**src/rtl/img_pkg.sv**
```systemverilog
// Shared image geometry, pixel-word field positions and write-entry type
// for the transform pipeline's output stage.
package img_pkg;

  localparam int IMG_W        = 320;
  localparam int IMG_H        = 320;
  localparam int FRAME_PIXELS = 102400;
  localparam int TMP_OFFSET   = 131072;

  localparam int X_MSB = 49;
  localparam int X_LSB = 41;
  localparam int Y_MSB = 40;
  localparam int Y_LSB = 32;

  typedef logic [8:0]  coord_t;
  typedef logic [63:0] pix_word_t;

  typedef struct packed {
    logic [31:0] addr;
    logic [23:0] rgb;
  } wr_entry_t;

  function automatic logic [31:0] pix_addr(
    input coord_t      x,
    input coord_t      y,
    input int unsigned w,
    input int unsigned off
  );
    return 32'(x) + 32'(y) * 32'(w) + 32'(off);
  endfunction

endpackage

```
**src/rtl/pwb_fifo.sv**
```systemverilog
// Small synchronous FIFO of RAM write entries; pointers wrap naturally,
// count carries one extra bit to tell full from empty.
module pwb_fifo
  import img_pkg::*;
#(
  parameter  int DEPTH = 8,
  localparam int AW    = $clog2(DEPTH)
) (
  input  logic      clk,
  input  logic      rst_n,
  input  logic      push,
  input  logic      pop,
  output logic      full,
  output logic      empty,
  output logic [AW:0] count,
  input  wr_entry_t din,
  output wr_entry_t dout
);

  logic [AW-1:0] r_wptr;
  logic [AW-1:0] r_rptr;
  logic [AW:0]   r_count;
  wr_entry_t     r_mem [DEPTH];

  logic w_push;
  logic w_pop;

  assign full   = (r_count == (AW+1)'(DEPTH));
  assign empty  = (r_count == '0);
  assign count  = r_count;
  assign dout   = r_mem[r_rptr];
  assign w_push = push && !full;
  assign w_pop  = pop && !empty;

  always_ff @(posedge clk or negedge rst_n) begin
    if (!rst_n) begin
      r_wptr  <= '0;
      r_rptr  <= '0;
      r_count <= '0;
    end else begin
      if (w_push) r_wptr <= r_wptr + 1'b1;
      if (w_pop)  r_rptr <= r_rptr + 1'b1;
      unique case ({w_push, w_pop})
        2'b10:   r_count <= r_count + 1'b1;
        2'b01:   r_count <= r_count - 1'b1;
        default: r_count <= r_count;
      endcase
    end
  end

  // Storage needs no reset; validity is tracked by the pointers.
  always_ff @(posedge clk) begin
    if (w_push) r_mem[r_wptr] <= din;
  end

endmodule

```
**src/rtl/pixel_write_buffer.sv**
```systemverilog
// Clip-checking pixel write buffer in front of a single RAM write port.
// PWB_OOR_LEGACY_ZERO_EN: zero out-of-range coordinates instead of dropping.
module pixel_write_buffer
  import img_pkg::*;
#(
  parameter int OFFSET       = 0,
  parameter int IMG_W        = img_pkg::IMG_W,
  parameter int IMG_H        = img_pkg::IMG_H,
  parameter int DEPTH        = 8,
  parameter int FRAME_PIXELS = img_pkg::FRAME_PIXELS
) (
  input  logic        clk,
  input  logic        rst_n,
  input  logic        frame_start,
  input  logic [63:0] pix_data,
  input  logic        pix_valid,
  output logic        pix_ready,
  input  logic        wr_ready,
  output logic        WRITE,
  output logic [31:0] addr,
  output logic [31:0] datain,
  output logic        frame_done,
  output logic [17:0] drop_count,
  output logic        overflow
);

  localparam int AW = $clog2(DEPTH);

  logic          w_full;
  logic          w_empty;
  logic [AW:0]   w_count;
  wr_entry_t     w_din;
  wr_entry_t     w_dout;

  coord_t        w_x;
  coord_t        w_y;
  coord_t        w_xe;
  coord_t        w_ye;
  logic          w_x_ok;
  logic          w_y_ok;
  logic          w_accept;
  logic          w_push;
  logic          w_pop;
  logic          w_drop;
  logic          w_done;
  logic          w_unused;

  logic          r_write;
  logic [31:0]   r_addr;
  logic [31:0]   r_datain;
  logic          r_frame_done;
  logic [17:0]   r_drop;
  logic          r_ovf;
  logic [31:0]   r_pix_cnt;

  assign w_x      = pix_data[X_MSB:X_LSB];
  assign w_y      = pix_data[Y_MSB:Y_LSB];
  assign w_x_ok   = (32'(w_x) < 32'(IMG_W));
  assign w_y_ok   = (32'(w_y) < 32'(IMG_H));

  assign pix_ready = (w_count != (AW+1)'(DEPTH));
  assign w_accept  = pix_valid && pix_ready;
  assign w_pop     = !w_empty && wr_ready;

`ifdef PWB_OOR_LEGACY_ZERO_EN
  assign w_xe   = w_x_ok ? w_x : '0;
  assign w_ye   = w_y_ok ? w_y : '0;
  assign w_push = w_accept;
  assign w_drop = 1'b0;
`else
  assign w_xe   = w_x;
  assign w_ye   = w_y;
  assign w_push = w_accept && w_x_ok && w_y_ok;
  assign w_drop = w_accept && !(w_x_ok && w_y_ok);
`endif

  assign w_din.addr = pix_addr(w_xe, w_ye, IMG_W, OFFSET);
  assign w_din.rgb  = pix_data[23:0];

  assign w_done = (r_pix_cnt == 32'(FRAME_PIXELS))
               && w_empty && !r_write;

  assign w_unused = ^{pix_data[63:50], pix_data[31:24], w_full};

  pwb_fifo #(
    .DEPTH (DEPTH)
  ) u_fifo (
    .clk   (clk),
    .rst_n (rst_n),
    .push  (w_push),
    .pop   (w_pop),
    .full  (w_full),
    .empty (w_empty),
    .count (w_count),
    .din   (w_din),
    .dout  (w_dout)
  );

  always_ff @(posedge clk or negedge rst_n) begin
    if (!rst_n) begin
      r_write  <= 1'b0;
      r_addr   <= '0;
      r_datain <= '0;
    end else begin
      r_write <= w_pop;
      if (w_pop) begin
        r_addr   <= w_dout.addr;
        r_datain <= {8'h00, w_dout.rgb};
      end
    end
  end

  always_ff @(posedge clk or negedge rst_n) begin
    if (!rst_n) begin
      r_ovf <= 1'b0;
    end else if (pix_valid && !pix_ready) begin
      r_ovf <= 1'b1;
    end
  end

  // A word accepted in the same cycle as a frame restart opens the new frame.
  always_ff @(posedge clk or negedge rst_n) begin
    if (!rst_n) begin
      r_pix_cnt    <= '0;
      r_frame_done <= 1'b0;
    end else begin
      r_frame_done <= w_done;
      if (frame_start || w_done) begin
        r_pix_cnt <= {31'd0, w_accept};
      end else if (w_accept) begin
        r_pix_cnt <= r_pix_cnt + 32'd1;
      end
    end
  end

  always_ff @(posedge clk or negedge rst_n) begin
    if (!rst_n) begin
      r_drop <= '0;
    end else if (frame_start) begin
      r_drop <= {17'd0, w_drop};
    end else if (w_drop && (r_drop != '1)) begin
      r_drop <= r_drop + 18'd1;
    end
  end

  assign WRITE      = r_write;
  assign addr       = r_addr;
  assign datain     = r_datain;
  assign frame_done = r_frame_done;
  assign drop_count = r_drop;
  assign overflow   = r_ovf;

endmodule

```
**config.mk**
```make
export PLATFORM = sky130hd
export DESIGN_NAME = pixel_write_buffer
export DESIGN_NICKNAME = d
export VERILOG_FILES = /design/src/rtl/img_pkg.sv /design/src/rtl/pwb_fifo.sv /design/src/rtl/pixel_write_buffer.sv
export SDC_FILE = /design/constraint.sdc
export NUM_CORES = 1
export LEC_CHECK = 0
export ABC_CLOCK_PERIOD_IN_PS = 5700
export BUFFER_PORTS_ARGS = -buffer_cell sky130_fd_sc_hd__buf_2
export CAP_MARGIN = 20
export CORE_ASPECT_RATIO = 0.8
export CORE_MARGIN = 1.5
export CORE_UTILIZATION = 25
export CTS_CLUSTER_DIAMETER = 150
export DETAILED_ROUTE_END_ITERATION = 10
export GPL_ROUTABILITY_DRIVEN = 0
export SLEW_MARGIN = 10
export SYNTH_ARGS = -nofsm -noshare
export SYNTH_HDL_FRONTEND = slang
export SYNTH_SLANG_ARGS = --single-unit
```
**constraint.sdc**
```tcl
create_clock -name clk -period 5.7 [get_ports clk]
set_input_delay 0.285 -clock clk [delete_from_list [all_inputs] [get_ports clk]]
set_output_delay 0.285 -clock clk [all_outputs]
set_load 0.1 [all_outputs]
```
==> reports/qor.yml, run 1 <==
synth_top_family_by_area: "multiplexers"
worstSetupStartpoint: "u_fifo.count[0]"
worstHoldEndpoint: "drop_count[17]"
dp_slack_ns: 2.298
synth.avg_cell_area_um2: 17.11
drcViolationCount: 0
wl_um: 39950
synth_mux_area_share_pct: 12.99
ys_seq_elements: 450
p_leak_nw: 7.884
fin_nets: 1345
core_um2: 72450
critPathLaunchType: "flop"
hp-class: "primary input to flop"
reg2reg_from: "u_fifo.count[0]"
synth-adder-area-share_pct: 2.030
grt_max_degree: 90
sw_frac_of_total_pct: 36.55
p_switching_mw: 3.909
n_antenna_cell: 0
grt_use_total_pct: 10.74
finalHoldViolations: 0
cts.clk_slew.worst_paths_ns: 0.06
p_comb_share_pct: 30.2
port_buffers: 111
register_area_um2: 12990
crit_fanout: 89
io_pins: 155
setup_violations: 0
wire_per_inst_um: 17.89
ys_seq_area_share_pct: 70.67
ant_nets: 0
synth_area_um2: 18370
area_delta_synth_final_pct: 19.64
antenna_found_initial: 1
synth_compound_area_share_pct: 2.384
die_w_um: 306.1
fin_setup_tns_ns: 0
die_y_um: 245.5
cts_tree: "done"
p_clk_share_pct: 28.6
ys.warnings.count: 0
synthSimpleGateAreaFrac_pct: 6.300
synth_xor_area_share_pct: 3.242
place_hpwl_um: 22450
fin_area_um2: 21980
min_period_ns: 3.336
ys_types: 53
first_pass_iters: 4
grt_first_pass_wirelength_um: 61430
tightest_slew_ns: 1.024
cp-end-kind: "flop"
drt_iter0_markers: 573
worst-r2r-setup-slack_ns: 2.36
fp-row-count: 88
cts_root_buffer: "clkbuf_16"
cellPowerDensity_nw_per_um2: 486.5
cts_setup_buffers: 0
max_freq_mhz: 299.7
maxSlewViolCount: 0
p_int_mw: 6.784
utilization_pct: 30.34
setup_ws_ns: 2.364
synthCells: 1074
finalCritPeriodShare_pct: 58.53
clock_path_buffers: 3
rsz0062_at_grt: "no"
drive_above_1_share_pct: 23.52
clk_latency_ns: 0.57
die_area_um2: 75130
ctsResizeCount: 0
holdCritStartpoint: "frame_start"
numCtsBuffers: 49
grt_pass1_vias: 10060
reg2reg_to: "u_fifo.count[3]"
layout_commonest_cell: "edfxtp_1"
htreeDepth: 2
peakVddDrop_mv: 0.3008
placed_cell_area_um2: 20070
start_util_pct: 25.36
final_cell_mix: "edfxtp_1 (344), buf_2 (110), dfrtp_1 (103)"
nFillCells: 7143
crit_arrival_ns: 3.79
multi_input_area_um2: 5130
dr_total_vias: 9625
seqPwrFrac_pct: 41.2
synth_edf_count: 344
grt.overflow.total: 0
clock_skew_ns: 0.01029
crit_type: "flop to flop"
status: "finished, final reports clean"
cap_viol_max_count: 0
via_per_inst: 4.310
synth_flop_cell: "edfxtp_1"
whs_path_depth: 2
clock_sinks: 450
worstPathRequired_ns: 6.15
r2r_cells: 10
async_reset_ff_share_pct: 23.56
holdBufCountCts: 32
slew-limit-headroom_pct: 31.72
[power by group through the flow]
stage	sequential (mW)	combinational, mW	clock, mW
after floorplan	5.30	1.64	0
after global placement	4.46	3.23	0
after detailed placement	4.49	3.26	0
after CTS	4.43	3.29	3.14
after global routing	4.47	3.44	3.28
final	4.40	3.23	3.06
[layout make-up]
| cell class | instances | share of cell area, % |
|---|---|---|
| sequential | 450 | 59.12 |
| multi-input combinational | 566 | 23.34 |
| clock buffer | 74 | 6.427 |
| tap | 945 | 5.380 |
| timing repair buffer | 159 | 4.708 |
| clock inverter | 17 | 0.6490 |
| inverter | 22 | 0.3757 |
[state kept, by name, summed over array words and instances (netlist names)]
name,count
u_fifo.r_rptr,3
u_fifo.r_mem,344
frame_done,1
WRITE,1
datain,24
u_fifo.count,4
overflow,1
r_pix_cnt,32
u_fifo.r_wptr,3
drop_count,18
addr,19
[critical path, stage by stage, from the launching register on]
cell	delay (ns)
dfrtp_1	0.43
or4_4	0.58
nand2_4	0.73
inv_1	0.22
ha_1	0.29
ha_1	0.29
a21o_1	0.16
a21oi_1	0.17
xnor2_1	0.14
nor2_1	0.06
xor2_1	0.14
[logic make-up after synthesis]
kind of cell    Yosys count
simple gates            235
compound gates           75
fa+ha+maj                28
buf+inv                  86
flops                   450
other cells               1
xor+xnor                 68
mux                     131
[cells in the mapped netlist (all sizes together) (2+ instances only)]
| cell type | n | share of area, % |
|---|---|---|
| edfxtp | 344 | 56 |
| dfrtp | 106 | 14 |
| mux4 | 86 | 11 |
| nand2 | 76 | 1.6 |
| nor2 | 62 | 1.3 |
| o21ai | 51 | 1.4 |
| buf | 45 | 1.5 |
| mux2i | 45 | 2.5 |
| xor2 | 35 | 1.7 |
| xnor2 | 33 | 1.6 |
| ha | 25 | 1.7 |
| inv | 22 | 0.45 |
| clkbuf | 19 | 0.39 |
| nand3 | 17 | 0.46 |
| and3 | 16 | 0.54 |
| nand4 | 16 | 0.54 |
| nor3 | 11 | 0.30 |
| nor4 | 9 | 0.37 |
| a21oi | 7 | 0.19 |
| nor3b | 5 | 0.23 |
| and4 | 4 | 0.19 |
| a21o | 3 | 0.12 |
| and2 | 3 | 0.10 |
| fa | 3 | 0.33 |
| nor2b | 3 | 0.10 |
| nor4b | 3 | 0.18 |
| a31oi | 2 | 0.068 |
| or2 | 2 | 0.068 |
| or3 | 2 | 0.068 |
[metrics by stage]
| stage | power, mW | hold WS (ns) | std cells |
|---|---|---|---|
| final | 10.69 | 0.1045 | 2233 |
| after global routing | 11.20 | 0.09389 | 2233 |
| after CTS | 10.86 | 0.08217 | 2231 |
| after detailed placement | 7.756 | 0.3676 | 2108 |
| after global placement | 7.692 | 0.3532 | 2108 |
| after floorplan | 6.939 | -0.01059 | 1102 |
[routing by layer]
metal	track usage [%]	wire length, um	part of all wire [%]	vias to the layer above
li1	-	-	-	4411
met5	0	0	0	-
met4	2.897	679	1.7	0
met3	2.086	1621	4.1	50
met1	14.49	18420	46	4992
met2	17.68	19220	48	172
[worst max path at each step]
| stage | to | slack (ns) | cells past startpoint |
|---|---|---|---|
| finish | u_fifo.count[3] | 2.36 | 10 |
| global placement | u_fifo.count[3] | 2.28 | 10 |
| global route | u_fifo.count[3] | 2.13 | 10 |
| detailed placement | u_fifo.r_mem[6][41] | 2.30 | 9 |
| floorplan | u_fifo.r_mem[3][0] | 0.13 | 6 |
| CTS | u_fifo.r_mem[7][42] | 2.30 | 8 |
(Power assumes the default switching activity.)
==> run 2: changes to the inputs <==
ABC_CLOCK_PERIOD_IN_PS = 2900   (was 5700)
clock period = 2.9 ns   (was 5.7 ns; I/O delays follow)
==> run 2 against run 1 <==
Clock skew grew 0.019 ns. First-iteration DRC count grew 6.5%. Cell area grew 2.3%. Die area is the same. Register-to-register slack lost 2.1 ns. Total power grew 100%. Global-route usage grew 0.099 points. Critical endpoint unchanged. Largest cell class unchanged. Largest power group unchanged.
==> reports/qor.yml, run 2 (synthesis results as in run 1) <==
status: "finished, final reports clean"  # unchanged
peakVddDrop_mv: 0.4285  # was 0.3008 mV
r2r_cells: 12  # was 10
holdBufCountCts: 34  # was 32
maxSlewViolCount: 0  # unchanged
via_per_inst: 4.276  # was 4.310
path_buf_inv: 2  # was 1
cap_viol_max_count: 0  # unchanged
layout_commonest_cell: "edfxtp_1"  # unchanged
crit_arrival_ns: 3.06  # was 3.79 ns
hp-class: "primary input to async pin"  # was primary input to flop
grt_max_degree: 89  # was 90
n_antenna_cell: 0  # unchanged
rsz0062_at_grt: "no"  # unchanged
p_leak_nw: 8.093  # was 7.884 nW
top_register: "u_fifo.r_mem"  # unchanged
start_util_pct: 25.36  # unchanged
design_power_total_mw: 21.89  # was 10.69 mW
first_pass_iters: 4  # unchanged
globalRoute.busiestLayer: "met2"  # unchanged
placed_cell_area_um2: 20390  # was 20070 um^2
max_freq_mhz: 382.4  # was 299.7 MHz
worstPathRequired_ns: 3.35  # was 6.15 ns
wl_um: 40450  # was 39950 um
cp-end-kind: "flop"  # unchanged
grt_use_met3_pct: 2.370  # was 2.086%
fin_area_um2: 22480  # was 21980 um^2
ant_nets: 0  # unchanged
crit_path_max_incr_delay_ns: 0.46  # was 0.73 ns
antenna_found_initial: 0  # was 1
core_um2: 72450  # unchanged
final_cell_mix: "edfxtp_1 (344), buf_2 (110), dfrtp_1 (103)"  # unchanged
cpMostUsedCell: "ha_1"  # unchanged
worst-r2r-setup-slack_ns: 0.28  # was 2.36 ns
register_area_um2: 12990  # unchanged
die_y_um: 245.5  # unchanged
drcViolationCount: 0  # unchanged
largest_reg_flops: 344  # unchanged
port_buffers: 111  # unchanged
ctsResizeCount: 0  # unchanged
cts.clk_slew.worst_paths_ns: 0.06  # about the same
numCtsBuffers: 49  # unchanged
nFillCells: 7041  # was 7143
slew-limit-headroom_pct: 37.50  # was 31.72%
drt_iter0_markers: 610  # was 573
finalHoldViolations: 0  # unchanged
utilization_pct: 31.02  # was 30.34%
dr_total_vias: 9630  # was 9625
placedCellCount: 2128  # was 2108
fp-row-count: 88  # unchanged
drive_above_1_share_pct: 25.78  # was 23.52%
htreeDepth: 2  # unchanged
clk_latency_ns: 0.58  # was 0.57 ns
grt.overflow.total: 0  # unchanged
die_area_um2: 75130  # unchanged
clock_skew_ns: 0.02941  # was 0.01029 ns
tightest_slew_ns: 0.9375  # was 1.024 ns
cts_setup_buffers: 0  # unchanged
setup_violations: 0  # unchanged
critPathLaunchType: "flop"  # unchanged
cpMaxStageDelayCell: "dfrtp_1"  # was nand2_4
clock_path_buffers: 3  # unchanged
crit_type: "flop to flop"  # unchanged
wire_per_inst_um: 17.96  # was 17.89 um
crit_fanout: 6  # was 89
reg2reg_to: "u_fifo.count[3]"  # unchanged
finalCritPeriodShare_pct: 90.18  # was 58.53%
stdcell_count: 2252  # was 2233
io_pins: 155  # unchanged
fin_nets: 1365  # was 1345
multi_input_area_um2: 5185  # was 5130 um^2
place_hpwl_um: 23930  # was 22450 um
dp_slack_ns: 0.03822  # was 2.298 ns
cts_root_buffer: "clkbuf_16"  # unchanged
min_period_ns: 2.615  # was 3.336 ns
path_delay_family: "simple AND/OR/NAND/NOR gates"  # unchanged
reg2reg_from: "u_fifo.count[0]"  # unchanged
grt_pass1_vias: 10260  # was 10060
crit_chain: "nor4b_4 > clkinvlp_4 > nand2_4 > nor2_4 > inv_4 > ha_1 > ha_1 > a21o_1 > a21oi_1 > xnor2_1 > nor2_1 > xor2_1"  # was or4_4 > nand2_4 > inv_1 > ha_1 > ha_1 > a21o_1 > a21oi_1 > xnor2_1 > nor2_1 > xor2_1
use_met1_pct: 14.45  # was 14.49%
cts_tree: "done"  # unchanged
die_w_um: 306.1  # unchanged
grt_first_pass_wirelength_um: 62130  # was 61430 um
cellPowerDensity_nw_per_um2: 973.9  # was 486.5 nW/um^2
setup_ws_ns: 0.2848  # was 2.364 ns
grt_use_total_pct: 10.84  # was 10.74%
met2_usage_pct: 18.10  # was 17.68%
clock_sinks: 450  # unchanged
area_delta_synth_final_pct: 22.34  # was 19.64%
[run 2: cell types whose count changed in the layout (fill, tap and decap cells not counted), moves of 4 or more]
| cell | change |
|---|---|
| clkinvlp_4 | +7 |
| clkbuf_1 | -9 |
| buf_4 | +11 |
| clkinv_1 | -4 |
| buf_12 | +8 |
| bufinv_16 | +7 |
[run 2: power by group]
part           total (mW)  switching, mW  leakage [nW]  internal (mW)
Clock                6.64           2.57         0.829           4.07
Sequential           8.39          0.641          4.47           7.75
Combinational        6.86           4.67          2.79           2.18
Total                21.9           7.88          8.09           14.0
[run 2: routing by layer]
metal,vias to the layer above,part of all wire (%)
met5,-,0
met4,0,1.5
met3,46,4.3
met2,160,48
met1,4971,46
li1,4453,-
[run 2: per-stage QoR]
step	hold WS, ns	setup TNS (ns)
floorplan	-0.1506	-34.35
detailed placement	0.1721	0
finish	0.1071	0
global placement	0.1706	-0.1388
CTS	0.08839	0
global route	0.1379	0
[run 2: worst max-delay path by stage]
stage | from | endpoint | depth (start not counted)
after floorplan | u_fifo.count[3] | u_fifo.r_mem[2][0] | 6
after global placement | pix_data[33] | u_fifo.r_mem[2][41] | 10
after detailed placement | pix_data[33] | u_fifo.r_mem[2][41] | 10
after CTS | u_fifo.count[0] | u_fifo.count[3] | 12
after global routing | u_fifo.count[0] | u_fifo.count[3] | 12
final | u_fifo.count[0] | u_fifo.count[3] | 12
[run 2: cell type report]
| class | instances | share of cell area (%) |
|---|---|---|
| Tap cell | 945 | 5.261 |
| Sequential cell | 450 | 57.81 |
| Clock buffer | 62 | 5.901 |
| Timing Repair Buffer | 179 | 5.706 |
| Multi-Input combinational cell | 566 | 23.07 |
| Clock inverter | 28 | 1.854 |
| Inverter | 22 | 0.3953 |
